===== src/rtl/alu_arbiter_if.sv =====
// alu_arbiter_if: request, response and ALU-drive signals of the shared ALU arbiter
interface alu_arbiter_if #(
  parameter int P_WIDTH = 16
);
  logic               I_REQ_VALID_0;
  logic               I_REQ_VALID_1;
  logic               O_REQ_READY_0;
  logic               O_REQ_READY_1;
  logic [3:0]         I_REQ_OPCODE_0;
  logic [3:0]         I_REQ_OPCODE_1;
  logic [P_WIDTH-1:0] I_REQ_A_0;
  logic [P_WIDTH-1:0] I_REQ_A_1;
  logic [P_WIDTH-1:0] I_REQ_B_0;
  logic [P_WIDTH-1:0] I_REQ_B_1;
  logic               O_RSP_VALID;
  logic               I_RSP_READY;
  logic               O_RSP_ID;
  logic [P_WIDTH-1:0] O_RSP_C;
  logic [4:0]         O_RSP_STATUS;
  logic               O_ALU_ENABLE;
  logic [3:0]         O_ALU_OPCODE;
  logic [P_WIDTH-1:0] O_ALU_A;
  logic [P_WIDTH-1:0] O_ALU_B;
  logic [P_WIDTH-1:0] I_ALU_C;
  logic [4:0]         I_ALU_STATUS;
  modport slave (
    input  I_REQ_VALID_0, I_REQ_VALID_1, I_REQ_OPCODE_0, I_REQ_OPCODE_1,
    input  I_REQ_A_0, I_REQ_A_1, I_REQ_B_0, I_REQ_B_1, I_RSP_READY, I_ALU_C, I_ALU_STATUS,
    output O_REQ_READY_0, O_REQ_READY_1, O_RSP_VALID, O_RSP_ID, O_RSP_C, O_RSP_STATUS,
    output O_ALU_ENABLE, O_ALU_OPCODE, O_ALU_A, O_ALU_B
  );
  modport master (
    output I_REQ_VALID_0, I_REQ_VALID_1, I_REQ_OPCODE_0, I_REQ_OPCODE_1,
    output I_REQ_A_0, I_REQ_A_1, I_REQ_B_0, I_REQ_B_1, I_RSP_READY, I_ALU_C, I_ALU_STATUS,
    input  O_REQ_READY_0, O_REQ_READY_1, O_RSP_VALID, O_RSP_ID, O_RSP_C, O_RSP_STATUS,
    input  O_ALU_ENABLE, O_ALU_OPCODE, O_ALU_A, O_ALU_B
  );
endinterface


===== src/rtl/alu_arbiter.sv =====
// alu_arbiter: round-robin two-port sequencer for the shared combinational ALU
module alu_arbiter #(
  parameter int P_WIDTH      = 16,
  parameter int P_MUL_CYCLES = 2
) (
  input logic           I_CLK,
  input logic           I_RESET,
  alu_arbiter_if.slave  bus
);
  typedef enum logic [1:0] {IDLE, ISSUE, RESP} state_t;
  localparam logic [3:0] MUL_LOAD = 4'(P_MUL_CYCLES - 1);
  state_t             state_q;
  logic               last_q, id_q, gnt_d, acc_d, idle, issue;
  logic [3:0]         cnt_q, op_q, op_d;
  logic [P_WIDTH-1:0] a_q, b_q, c_q, a_d, b_d;
  logic [4:0]         st_q;
  assign idle  = state_q == IDLE;
  assign issue = state_q == ISSUE;
  assign gnt_d = (bus.I_REQ_VALID_0 && bus.I_REQ_VALID_1) ? ~last_q : bus.I_REQ_VALID_1;
  assign bus.O_REQ_READY_0 = idle && !I_RESET && bus.I_REQ_VALID_0 && !gnt_d;
  assign bus.O_REQ_READY_1 = idle && !I_RESET && bus.I_REQ_VALID_1 && gnt_d;
  assign acc_d = bus.O_REQ_READY_0 || bus.O_REQ_READY_1;
  assign op_d  = gnt_d ? bus.I_REQ_OPCODE_1 : bus.I_REQ_OPCODE_0;
  assign a_d   = gnt_d ? bus.I_REQ_A_1 : bus.I_REQ_A_0;
  assign b_d   = gnt_d ? bus.I_REQ_B_1 : bus.I_REQ_B_0;
  assign bus.O_ALU_ENABLE = issue;
  assign bus.O_ALU_OPCODE = issue ? op_q : '0;
  assign bus.O_ALU_A      = issue ? a_q : '0;
  assign bus.O_ALU_B      = issue ? b_q : '0;
  assign bus.O_RSP_VALID  = state_q == RESP;
  assign bus.O_RSP_ID     = id_q;
  assign bus.O_RSP_C      = c_q;
  assign bus.O_RSP_STATUS = st_q;
  // sequencer: accept a granted request, hold ISSUE for the op's cycle count, then hold the result until taken
  always_ff @(posedge I_CLK or posedge I_RESET) begin
    if (I_RESET) begin
      state_q <= IDLE;
      last_q  <= 1'b1;
      id_q    <= 1'b0;
      cnt_q   <= '0;
      op_q    <= '0;
      a_q     <= '0;
      b_q     <= '0;
      c_q     <= '0;
      st_q    <= '0;
    end else begin
      case (state_q)
        IDLE: if (acc_d) begin
          op_q    <= op_d;
          a_q     <= a_d;
          b_q     <= b_d;
          id_q    <= gnt_d;
          last_q  <= gnt_d;
          cnt_q   <= (op_d == 4'd6) ? MUL_LOAD : 4'd0;
          state_q <= ISSUE;
        end
        ISSUE: if (cnt_q != 4'd0) cnt_q <= cnt_q - 4'd1;
        else begin
          c_q     <= bus.I_ALU_C;
          st_q    <= bus.I_ALU_STATUS;
          state_q <= RESP;
        end
        RESP: if (bus.I_RSP_READY) state_q <= IDLE;
        default: state_q <= IDLE;
      endcase
    end
  end
endmodule


===== src/flat_wrapper.sv =====
// flat-port wrapper written by rule: the top's interface ports become plain ports
module alu_arbiter_flat 
#(
  parameter int P_WIDTH      = 16,
  parameter int P_MUL_CYCLES = 2
)
  (I_CLK, I_RESET, bus_I_REQ_VALID_0, bus_I_REQ_VALID_1, bus_I_REQ_OPCODE_0, bus_I_REQ_OPCODE_1, bus_I_REQ_A_0, bus_I_REQ_A_1, bus_I_REQ_B_0, bus_I_REQ_B_1, bus_I_RSP_READY, bus_I_ALU_C, bus_I_ALU_STATUS, bus_O_REQ_READY_0, bus_O_REQ_READY_1, bus_O_RSP_VALID, bus_O_RSP_ID, bus_O_RSP_C, bus_O_RSP_STATUS, bus_O_ALU_ENABLE, bus_O_ALU_OPCODE, bus_O_ALU_A, bus_O_ALU_B);
  alu_arbiter_if #(.P_WIDTH(P_WIDTH)) bus_i ();
  input logic I_CLK;
  input logic I_RESET;
  input wire logic [$bits(bus_i.I_REQ_VALID_0)-1:0] bus_I_REQ_VALID_0;
  input wire logic [$bits(bus_i.I_REQ_VALID_1)-1:0] bus_I_REQ_VALID_1;
  input wire logic [$bits(bus_i.I_REQ_OPCODE_0)-1:0] bus_I_REQ_OPCODE_0;
  input wire logic [$bits(bus_i.I_REQ_OPCODE_1)-1:0] bus_I_REQ_OPCODE_1;
  input wire logic [$bits(bus_i.I_REQ_A_0)-1:0] bus_I_REQ_A_0;
  input wire logic [$bits(bus_i.I_REQ_A_1)-1:0] bus_I_REQ_A_1;
  input wire logic [$bits(bus_i.I_REQ_B_0)-1:0] bus_I_REQ_B_0;
  input wire logic [$bits(bus_i.I_REQ_B_1)-1:0] bus_I_REQ_B_1;
  input wire logic [$bits(bus_i.I_RSP_READY)-1:0] bus_I_RSP_READY;
  input wire logic [$bits(bus_i.I_ALU_C)-1:0] bus_I_ALU_C;
  input wire logic [$bits(bus_i.I_ALU_STATUS)-1:0] bus_I_ALU_STATUS;
  output wire logic [$bits(bus_i.O_REQ_READY_0)-1:0] bus_O_REQ_READY_0;
  output wire logic [$bits(bus_i.O_REQ_READY_1)-1:0] bus_O_REQ_READY_1;
  output wire logic [$bits(bus_i.O_RSP_VALID)-1:0] bus_O_RSP_VALID;
  output wire logic [$bits(bus_i.O_RSP_ID)-1:0] bus_O_RSP_ID;
  output wire logic [$bits(bus_i.O_RSP_C)-1:0] bus_O_RSP_C;
  output wire logic [$bits(bus_i.O_RSP_STATUS)-1:0] bus_O_RSP_STATUS;
  output wire logic [$bits(bus_i.O_ALU_ENABLE)-1:0] bus_O_ALU_ENABLE;
  output wire logic [$bits(bus_i.O_ALU_OPCODE)-1:0] bus_O_ALU_OPCODE;
  output wire logic [$bits(bus_i.O_ALU_A)-1:0] bus_O_ALU_A;
  output wire logic [$bits(bus_i.O_ALU_B)-1:0] bus_O_ALU_B;
  assign bus_i.I_REQ_VALID_0 = bus_I_REQ_VALID_0;
  assign bus_i.I_REQ_VALID_1 = bus_I_REQ_VALID_1;
  assign bus_i.I_REQ_OPCODE_0 = bus_I_REQ_OPCODE_0;
  assign bus_i.I_REQ_OPCODE_1 = bus_I_REQ_OPCODE_1;
  assign bus_i.I_REQ_A_0 = bus_I_REQ_A_0;
  assign bus_i.I_REQ_A_1 = bus_I_REQ_A_1;
  assign bus_i.I_REQ_B_0 = bus_I_REQ_B_0;
  assign bus_i.I_REQ_B_1 = bus_I_REQ_B_1;
  assign bus_i.I_RSP_READY = bus_I_RSP_READY;
  assign bus_i.I_ALU_C = bus_I_ALU_C;
  assign bus_i.I_ALU_STATUS = bus_I_ALU_STATUS;
  assign bus_O_REQ_READY_0 = bus_i.O_REQ_READY_0;
  assign bus_O_REQ_READY_1 = bus_i.O_REQ_READY_1;
  assign bus_O_RSP_VALID = bus_i.O_RSP_VALID;
  assign bus_O_RSP_ID = bus_i.O_RSP_ID;
  assign bus_O_RSP_C = bus_i.O_RSP_C;
  assign bus_O_RSP_STATUS = bus_i.O_RSP_STATUS;
  assign bus_O_ALU_ENABLE = bus_i.O_ALU_ENABLE;
  assign bus_O_ALU_OPCODE = bus_i.O_ALU_OPCODE;
  assign bus_O_ALU_A = bus_i.O_ALU_A;
  assign bus_O_ALU_B = bus_i.O_ALU_B;
  alu_arbiter #(.P_WIDTH(P_WIDTH), .P_MUL_CYCLES(P_MUL_CYCLES)) u_core (.I_CLK(I_CLK), .I_RESET(I_RESET), .bus(bus_i));
endmodule

===== config.mk =====
export PLATFORM = sky130hd
export DESIGN_NAME = alu_arbiter_flat
export DESIGN_NICKNAME = d
export VERILOG_FILES = /design/src/rtl/alu_arbiter_if.sv /design/src/rtl/alu_arbiter.sv /design/src/flat_wrapper.sv
export SDC_FILE = /design/constraint.sdc
export NUM_CORES = 1
export LEC_CHECK = 0
export CORE_UTILIZATION = 35
export DETAILED_ROUTE_END_ITERATION = 10
export GPL_TIMING_DRIVEN = 0
export PLACE_DENSITY = 0.75
export SLEW_MARGIN = 30
export SYNTH_ARGS = -nofsm -noshare
export SYNTH_HDL_FRONTEND = slang
export SYNTH_SLANG_ARGS = --single-unit

===== constraint.sdc =====
create_clock -name I_CLK -period 3.25 [get_ports I_CLK]
set_input_delay 0.325 -clock I_CLK [delete_from_list [all_inputs] [get_ports I_CLK]]
set_output_delay 0.325 -clock I_CLK [all_outputs]
set_load 0.05 [all_outputs]

# Word-level counts from Yosys, hierarchy flattened
# Index checks and enable logic that the tools add are counted.
dict set report word_totals {
  ff_bits 65
  inputBits 98
  output_inout_bits 62
  elab_cells 50
}
dict set report classes {
  n_addsub 1
  n_eq_ne 7
  n_mux 15
  bitwise 2
  reduce_logical 16
}
# operator n
set ops {}
lappend ops {{$mux 16} 4}
lappend ops {{$mux 4} 4}
lappend ops {{$pmux 4 s2} 1}
lappend ops {{$logic_and 1x1->1} 6}
lappend ops {{$mux 2} 3}
lappend ops {{$ne 2x2->1 const B} 3}
lappend ops {{$pmux 2 s3} 1}
lappend ops {{$reduce_and 3->1} 2}
lappend ops {{$eq 4x3->1 const B} 1}
lappend ops {{$reduce_and 2->1} 2}
lappend ops {{$reduce_bool 4->1} 1}
lappend ops {{$sub 4x1->4 const B} 1}
lappend ops {{$eq 2x1->1 const B} 1}
lappend ops {{$eq 2x2->1 const B} 1}
lappend ops {{$logic_not 1->1} 2}
lappend ops {{$logic_not 2->1} 1}
lappend ops {{$mux 1} 2}
lappend ops {{$ne 2x1->1 const B} 1}
lappend ops {{$not 1->1} 2}
lappend ops {{$reduce_bool 2->1} 1}
lappend ops {{$logic_or 1x1->1} 1}

# Logic depth before layout (Yosys ltp)
# Gate-level depths: netlist of the first run.
dict set report logic_depth {
  ltp_word 7
  depth_mapped 6
  mapped_depth_nobuf 6
}

# Least setup slack after synthesis of the first run
# Ideal clock, no wire load.
dict set report synth_timing {
  kind {register -> output}
  startpoint {register u_core.state_q[1]}
  endpoint {output bus_O_ALU_A[10]}
  arrival_ps 1780
  required_ps 2925
  path_slack_ps 1145
  stages_incl_launch_ff 5
  n_path_buf 1
  path_cell_list {dfrtp_1 > nand2b_1 > inv_2 > clkbuf_1 > and2_1}
}
dict set report synth_between {
  elab_chain_cells 2
}
# item line
set synth_lines {}
lappend synth_lines {{start, declared} alu_arbiter.sv:12} ;# state_t state_q;
lappend synth_lines {{start signal, assigned} alu_arbiter.sv:37} ;# state_q <= IDLE;
lappend synth_lines {{start signal, assigned} alu_arbiter.sv:55} ;# state_q <= ISSUE;
lappend synth_lines {{start signal, assigned} alu_arbiter.sv:61} ;# state_q <= RESP;
lappend synth_lines {{$eq 2x1->1} alu_arbiter.sv:18} ;# assign issue = state_q == ISSUE;
lappend synth_lines {{named net bus_O_ALU_ENABLE} flat_wrapper.sv:28} ;# output wire logic [$bits(bus_i.O_ALU_ENABLE)-1:0] bus_O_ALU_ENABLE;
lappend synth_lines {{$mux 16} alu_arbiter.sv:28} ;# assign bus.O_ALU_A = issue ? a_q : '0;
lappend synth_lines {{end, declared} flat_wrapper.sv:30} ;# output wire logic [$bits(bus_i.O_ALU_A)-1:0] bus_O_ALU_A;
# The timed path passes the listed nets, and every way through them passes these cells.

# Worst setup path in the final report of the first run
dict set report layout_timing {
  startpoint {register u_core.state_q[1]}
  endpoint {output bus_O_ALU_A[7]}
}
dict set report layout_between {
  elab_chain_cells 2
}
# item line
set layout_lines {}
lappend layout_lines {{$eq 2x1->1} alu_arbiter.sv:18}
lappend layout_lines {{$mux 16} alu_arbiter.sv:28}
# Every way passes these cells.

==> results of run 1 <==
==> worst max-delay path, stage by stage (launching register included) <==
cell             delay (ns)
dfrtp_1                0.41
nand2b_1               0.24
inv_2                  0.10
buf_2                  0.23
clkbuf_1               0.32
and2_1                 0.19
clkdlybuf4s50_1        0.80
==> where the power goes <==
| part | total, W | switching (W) | internal, W | leakage [nW] |
|---|---|---|---|---|
| clock | 0.000700 | 0.000283 | 0.000417 | 0.107 |
| sequential | 0.00141 | 0.000198 | 0.00122 | 0.738 |
| combinational | 0.00380 | 0.00240 | 0.00140 | 1.29 |
| total | 0.00592 | 0.00288 | 0.00304 | 2.14 |
==> final timing paths <==
| kind | startpoint | end | slack (ns) | depth (start not counted) |
|---|---|---|---|---|
| max | u_core.state_q[1] | bus_O_ALU_A[7] | 0.28 | 6 |
| min | I_RESET | u_core.bus.O_RSP_C[1] | 0.38 | 2 |
| max reg2reg | u_core.cnt_q[0] | u_core.bus.O_RSP_C[10] | 1.51 | 6 |
| min reg2reg | u_core.bus.O_RSP_ID | u_core.bus.O_RSP_ID | 0.48 | 1 |
| max in group asynchronous | I_RESET | u_core.last_q | 2.32 | 3 |
| min in group I_CLK | u_core.bus.O_RSP_ID | u_core.bus.O_RSP_ID | 0.48 | 1 |
==> cell families (layout without fill, tap and decap cells) <==
kind of cell	count (synthesis)	in the layout
adder cells (fa/ha/maj)	1	1
AND/OR/NAND/NOR	91	91
buffers and inverters	25	201
flip-flops	65	65
AO/OA/AOI/OAI	49	49
multiplexers	58	58
==> metal layers <==
metal  global-route usage [%]  vias up
li1                         -     1317
met1                    21.90     1290
met2                    30.55       96
met3                    5.468       11
met4                    5.995        0
met5                        0        -
==> cells in the mapped netlist (all sizes together) <==
library cell	number
dfrtp	64
a21oi	39
nor2	39
and2	38
mux2i	37
mux2	21
buf	15
inv	7
nand2	5
a21o	3
clkbuf	3
a31oi	2
nand3	2
nor3	2
o21ai	2
a21boi	1
a41oi	1
dfstp	1
ha	1
nand2b	1
nor3b	1
nor4	1
o2bb2ai	1
or2	1
or2b	1
==> metrics by stage <==
stage               cell area [µm²]  setup WS [ns]  hold WS, ns  total power (W)  util (%)
floorplan                      3183          1.145       0.3950         0.004002         -
global route                   5147        0.08274       0.4133         0.006253     58.74
finish                         5147         0.2838       0.3807         0.005916     58.74
global placement               4910        0.06749       0.4671         0.005192     56.03
CTS                            5147         0.2108       0.3744         0.005994     58.74
detailed placement             4940         0.5299       0.4687         0.005265     56.37
==> cell type report <==
cell class                      instances  area share, %
Sequential cell                        65          31.62
Buffer                                 18          2.285
Tap cell                              108          2.625
Clock inverter                          2         0.6806
Inverter                                7         0.5591
Multi-Input combinational cell        199          27.42
Clock buffer                           14          3.354
Timing Repair Buffer                  160          31.45
==> flip-flops by register name, indices dropped and copies added, names as in the netlist <==
register and cells:
u_core.bus.O_RSP_ID 1, u_core.b_q 16, u_core.op_q 4, u_core.bus.O_RSP_STATUS 5, u_core.a_q 16, u_core.cnt_q 4, u_core.last_q 1, u_core.bus.O_RSP_C 16
u_core.state_q 2
==> flow_metrics.tcl, run 1 <==
set metrics [dict create \
    fmax_ghz 0.3371 \
    hold_viol_final 0 \
    worst-path-max-fanout 10 \
    drt_iter0_drc 30 \
    routed_via_density 4.736 \
    cts_tree "done" \
    fin_setup_tns_ns 0 \
    die_w_um 97.37 \
    powerDensity_mw_per_mm2 1149 \
    cap_violations 0 \
    routedWlPerCell_um 14.32 \
    grt_start_max_net_pins 46 \
    fill_cells 794 \
    startpoint_type "flop" \
    finClkSkew_ns 0.005941 \
    rsz0062_at_grt "false" \
    clk_path_buf_depth 2 \
    cts_root_buf "clkbuf_8" \
    final_nets 559 \
    synth_adder_area_share_pct 0.3931 \
    synth_xor_area_share_pct 0 \
    routed_wl_um 8207 \
    area_growth_pct 61.71 \
    status "complete, no violations" \
    core_mm2 0.008763 \
    drv_slew 0 \
    register_area_mm2 0.001628 \
    ys_seq_area_share_pct 51.14 \
    post-route-min-period_ns 2.966 \
    portBuffers 159 \
    instances_no_fill 573 \
    cts.sinks 65 \
    worst_pin_slew_ns 0.5286 \
    drc_errors 0 \
    grt_pass1_vias 2852 \
    start_util_pct 36.32 \
    endpoint_kind "primary output" \
    synth-seq-cells 65 \
    setup_viol 0 \
    synthSimpleGateAreaFrac_pct 14.94 \
    final_common_cell "clkdlybuf4s50_1" \
    syn-num-nets 388 \
    num_antenna_cells 0 \
    synth_top_family_by_area "multiplexers" \
    p_leak_nw 2.138 \
    die_y_um 97.37 \
    multiInputGateArea_mm2 0.001411 \
    ios 160 \
    wl_met3_um 604 \
    detail-route-antenna-nets 0 \
    hold_path_class "in -> async" \
    clkLatencyLatePin_ns 0.33 \
    relSlewSlack_pct 64.65 \
    synth_area_leaders "dfrtp_1 50%, mux2i_1 12%, and2_1 7.5%" \
    num_rows 34 \
    dp.cells 557 \
    vias 2714 \
    crit_type "reg -> out" \
    synth_cell_types 32 \
    dp_hpwl_um 6334 \
    wl_met2_um 4060 \
    drt_pass1_iterations 4 \
    synth_compound_area_share_pct 9.945 \
    cp_data_arrival_time_ns 2.64 \
    drt-met1-wl_um 3447 \
    place_congestion 0.7954 \
    peakVddDrop_mv 0.4526 \
    antenna_found_initial 0 \
    avgSynthCellArea_um2 11.01 \
    cts_hold_buf 0 \
    fin_crit_sh_pct 91.27 \
    syn_inst 289 \
    final_cell_mix "159 x clkdlybuf4s50_1, 64 x dfrtp_1, 39 x nor2_1" \
    ctsResizeCount 0 \
    syn_area_mm2 0.003183 \
    clkTransAtPathRegs_ns 0.07 \
    htree_levels 3 \
    synth_warnings 0 \
    synth_mux_area_share_pct 19.06 \
    dr.max_layer_used "met4" \
    cts_buffers 9 \
    grt.total_usage_pct 18.06 \
    synth_area_leader_cell "dfrtp_1" \
    grt_pass1_wl_um 13680 \
    cp.required_ns 2.92 \
    drive_gt1_share_pct 13.98 \
    overflow 0 \
    synth_top_area_share_pct 50.31 \
    die_area_mm2 0.009480 \
    postCtsSetupBuffers 0 \
]
Note: power is estimated with default switching activity, not from simulation.
==> run 2: changes to the inputs <==
Settings changed: MAX_ROUTING_LAYER set to met4.
==> run 2 against run 1 <==
Net effect: final area unchanged; sequential power about the same; worst hold slack worse by 0.0010 ns; first-iteration DRC count up 20%; global-route usage up 0.51 points; clock-buffer cell count unchanged; largest cell class unchanged; critical endpoint unchanged; utilization unchanged; non-clock buffer count unchanged.
==> flow_metrics.tcl, run 2 (synthesis gave the netlist of run 1 again) <==
set metrics [dict create \
    status "complete, no violations" \
    ios 160 \
    multiInputGateArea_mm2 0.001411 \
    cts_root_buf "clkbuf_8" \
    clkTransAtPathRegs_ns 0.07 \
    worst-path-max-fanout 10 \
    drt_pass1_iterations 4 \
    detail-route-antenna-nets 0 \
    die_y_um 97.37 \
    setup_ws_ns 0.2842 \
    grt_pass1_wl_um 13660 \
    num_antenna_cells 0 \
    core_mm2 0.008763 \
    p_leak_nw 2.138 \
    start_util_pct 36.32 \
    r2r_start "u_core.cnt_q[0]" \
    peakVddDrop_mv 0.4533 \
    grt_pass1_vias 2845 \
    relSlewSlack_pct 64.65 \
    routedWlPerCell_um 14.40 \
    postCtsSetupBuffers 0 \
    dp_hpwl_um 6334 \
    final_nets 559 \
    routed_wl_um 8251 \
    die_w_um 97.37 \
    routed_via_density 4.735 \
    fin_crit_sh_pct 91.26 \
    cts_buffers 9 \
    cp-startpoint "u_core.state_q[1]" \
    final_common_cell "clkdlybuf4s50_1" \
    post-route-min-period_ns 2.966 \
    crit_type "reg -> out" \
    drv_slew 0 \
    cts_hold_buf 0 \
    drive_gt1_share_pct 13.98 \
    worst_pin_slew_ns 0.5286 \
    num_rows 34 \
    setup_viol 0 \
    fmax_ghz 0.3372 \
    powerDensity_mw_per_mm2 1150 \
    cts_tree "done" \
    clkLatencyLatePin_ns 0.33 \
    fin_setup_tns_ns 0 \
    startpoint_type "flop" \
    htree_levels 3 \
    drt_iter0_drc 36 \
    drc_errors 0 \
    grt_start_max_net_pins 46 \
    vias 2713 \
    cp_data_arrival_time_ns 2.64 \
    finClkSkew_ns 0.006289 \
    overflow 0 \
    dp_slack_ns 0.5299 \
    portBuffers 159 \
    clk_path_buf_depth 2 \
    place_congestion 0.8067 \
    die_area_mm2 0.009480 \
    fill_cells 794 \
    register_area_mm2 0.001628 \
    final_cell_mix "159 x clkdlybuf4s50_1, 64 x dfrtp_1, 39 x nor2_1" \
    cap_violations 0 \
    ctsResizeCount 0 \
    antenna_found_initial 0 \
    hold_viol_final 0 \
    cts.sinks 65 \
    hold_path_class "in -> async" \
    endpoint_kind "primary output" \
    rsz0062_at_grt "false" \
    area_growth_pct 61.71 \
    cp.required_ns 2.92 \
    grt.total_usage_pct 18.57 \
]
[run 2: final timing paths]
kind / to / cells past startpoint / slack (ns)
max: bus_O_ALU_A[7] / 6 / 0.28
min: u_core.bus.O_RSP_C[1] / 2 / 0.38
max reg2reg: u_core.bus.O_RSP_C[10] / 6 / 1.50
min reg2reg: u_core.bus.O_RSP_ID / 1 / 0.48
max in group asynchronous: u_core.last_q / 3 / 2.32
min in group I_CLK: u_core.bus.O_RSP_ID / 1 / 0.48
[run 2: worst max-delay path, cell delays in order, from the launching register on]
cell and delay [ns]:
dfrtp_1 0.41, nand2b_1 0.24, inv_2 0.10, buf_2 0.23, clkbuf_1 0.32, and2_1 0.19, clkdlybuf4s50_1 0.80
[run 2: metrics by stage]
step | total power, W | cells | utilization (%) | instance area [µm²] | hold slack [ns]
finish | 0.005921 | 573 | 58.74 | 5147 | 0.3796
global route | 0.006252 | 573 | 58.74 | 5147 | 0.4134
CTS | 0.005994 | 573 | 58.74 | 5147 | 0.3744
detailed placement | 0.005265 | 557 | 56.37 | 4940 | 0.4687
global placement | 0.005192 | 556 | 56.03 | 4910 | 0.4671
floorplan | 0.004002 | 289 | - | 3183 | 0.3950
[run 2: cell type report]
type	count	area share, %
tap	108	2.625
timing repair buffer	160	31.45
clock inverter	2	0.6806
sequential	65	31.62
multi-input combinational	199	27.42
clock buffer	14	3.354
buffer	18	2.285
inverter	7	0.5591
[run 2: power by group]
| part | switching, W | internal [W] |
|---|---|---|
| sequential | 0.000199 | 0.00122 |
| clock | 0.000284 | 0.000417 |
| combinational | 0.00240 | 0.00140 |
| total | 0.00288 | 0.00304 |
[run 2: per-layer routing]
| metal | up-vias | global-route usage [%] | part of all wire, % |
|---|---|---|---|
| met1 | 1291 | 22.45 | 43 |
| met3 | 9 | 4.892 | 6.8 |
| li1 | 1317 | - | - |
| met5 | - | - | 0 |
| met2 | 96 | 30.29 | 49 |
| met4 | 0 | 5.995 | 0.92 |
==> run 3: changes to the inputs <==
Settings changed: CTS_CLUSTER_DIAMETER set to 150, HOLD_SLACK_MARGIN set to 0.06.
==> results of run 3 <==
Final layout, timing and power as in run 2 (identical DEF).
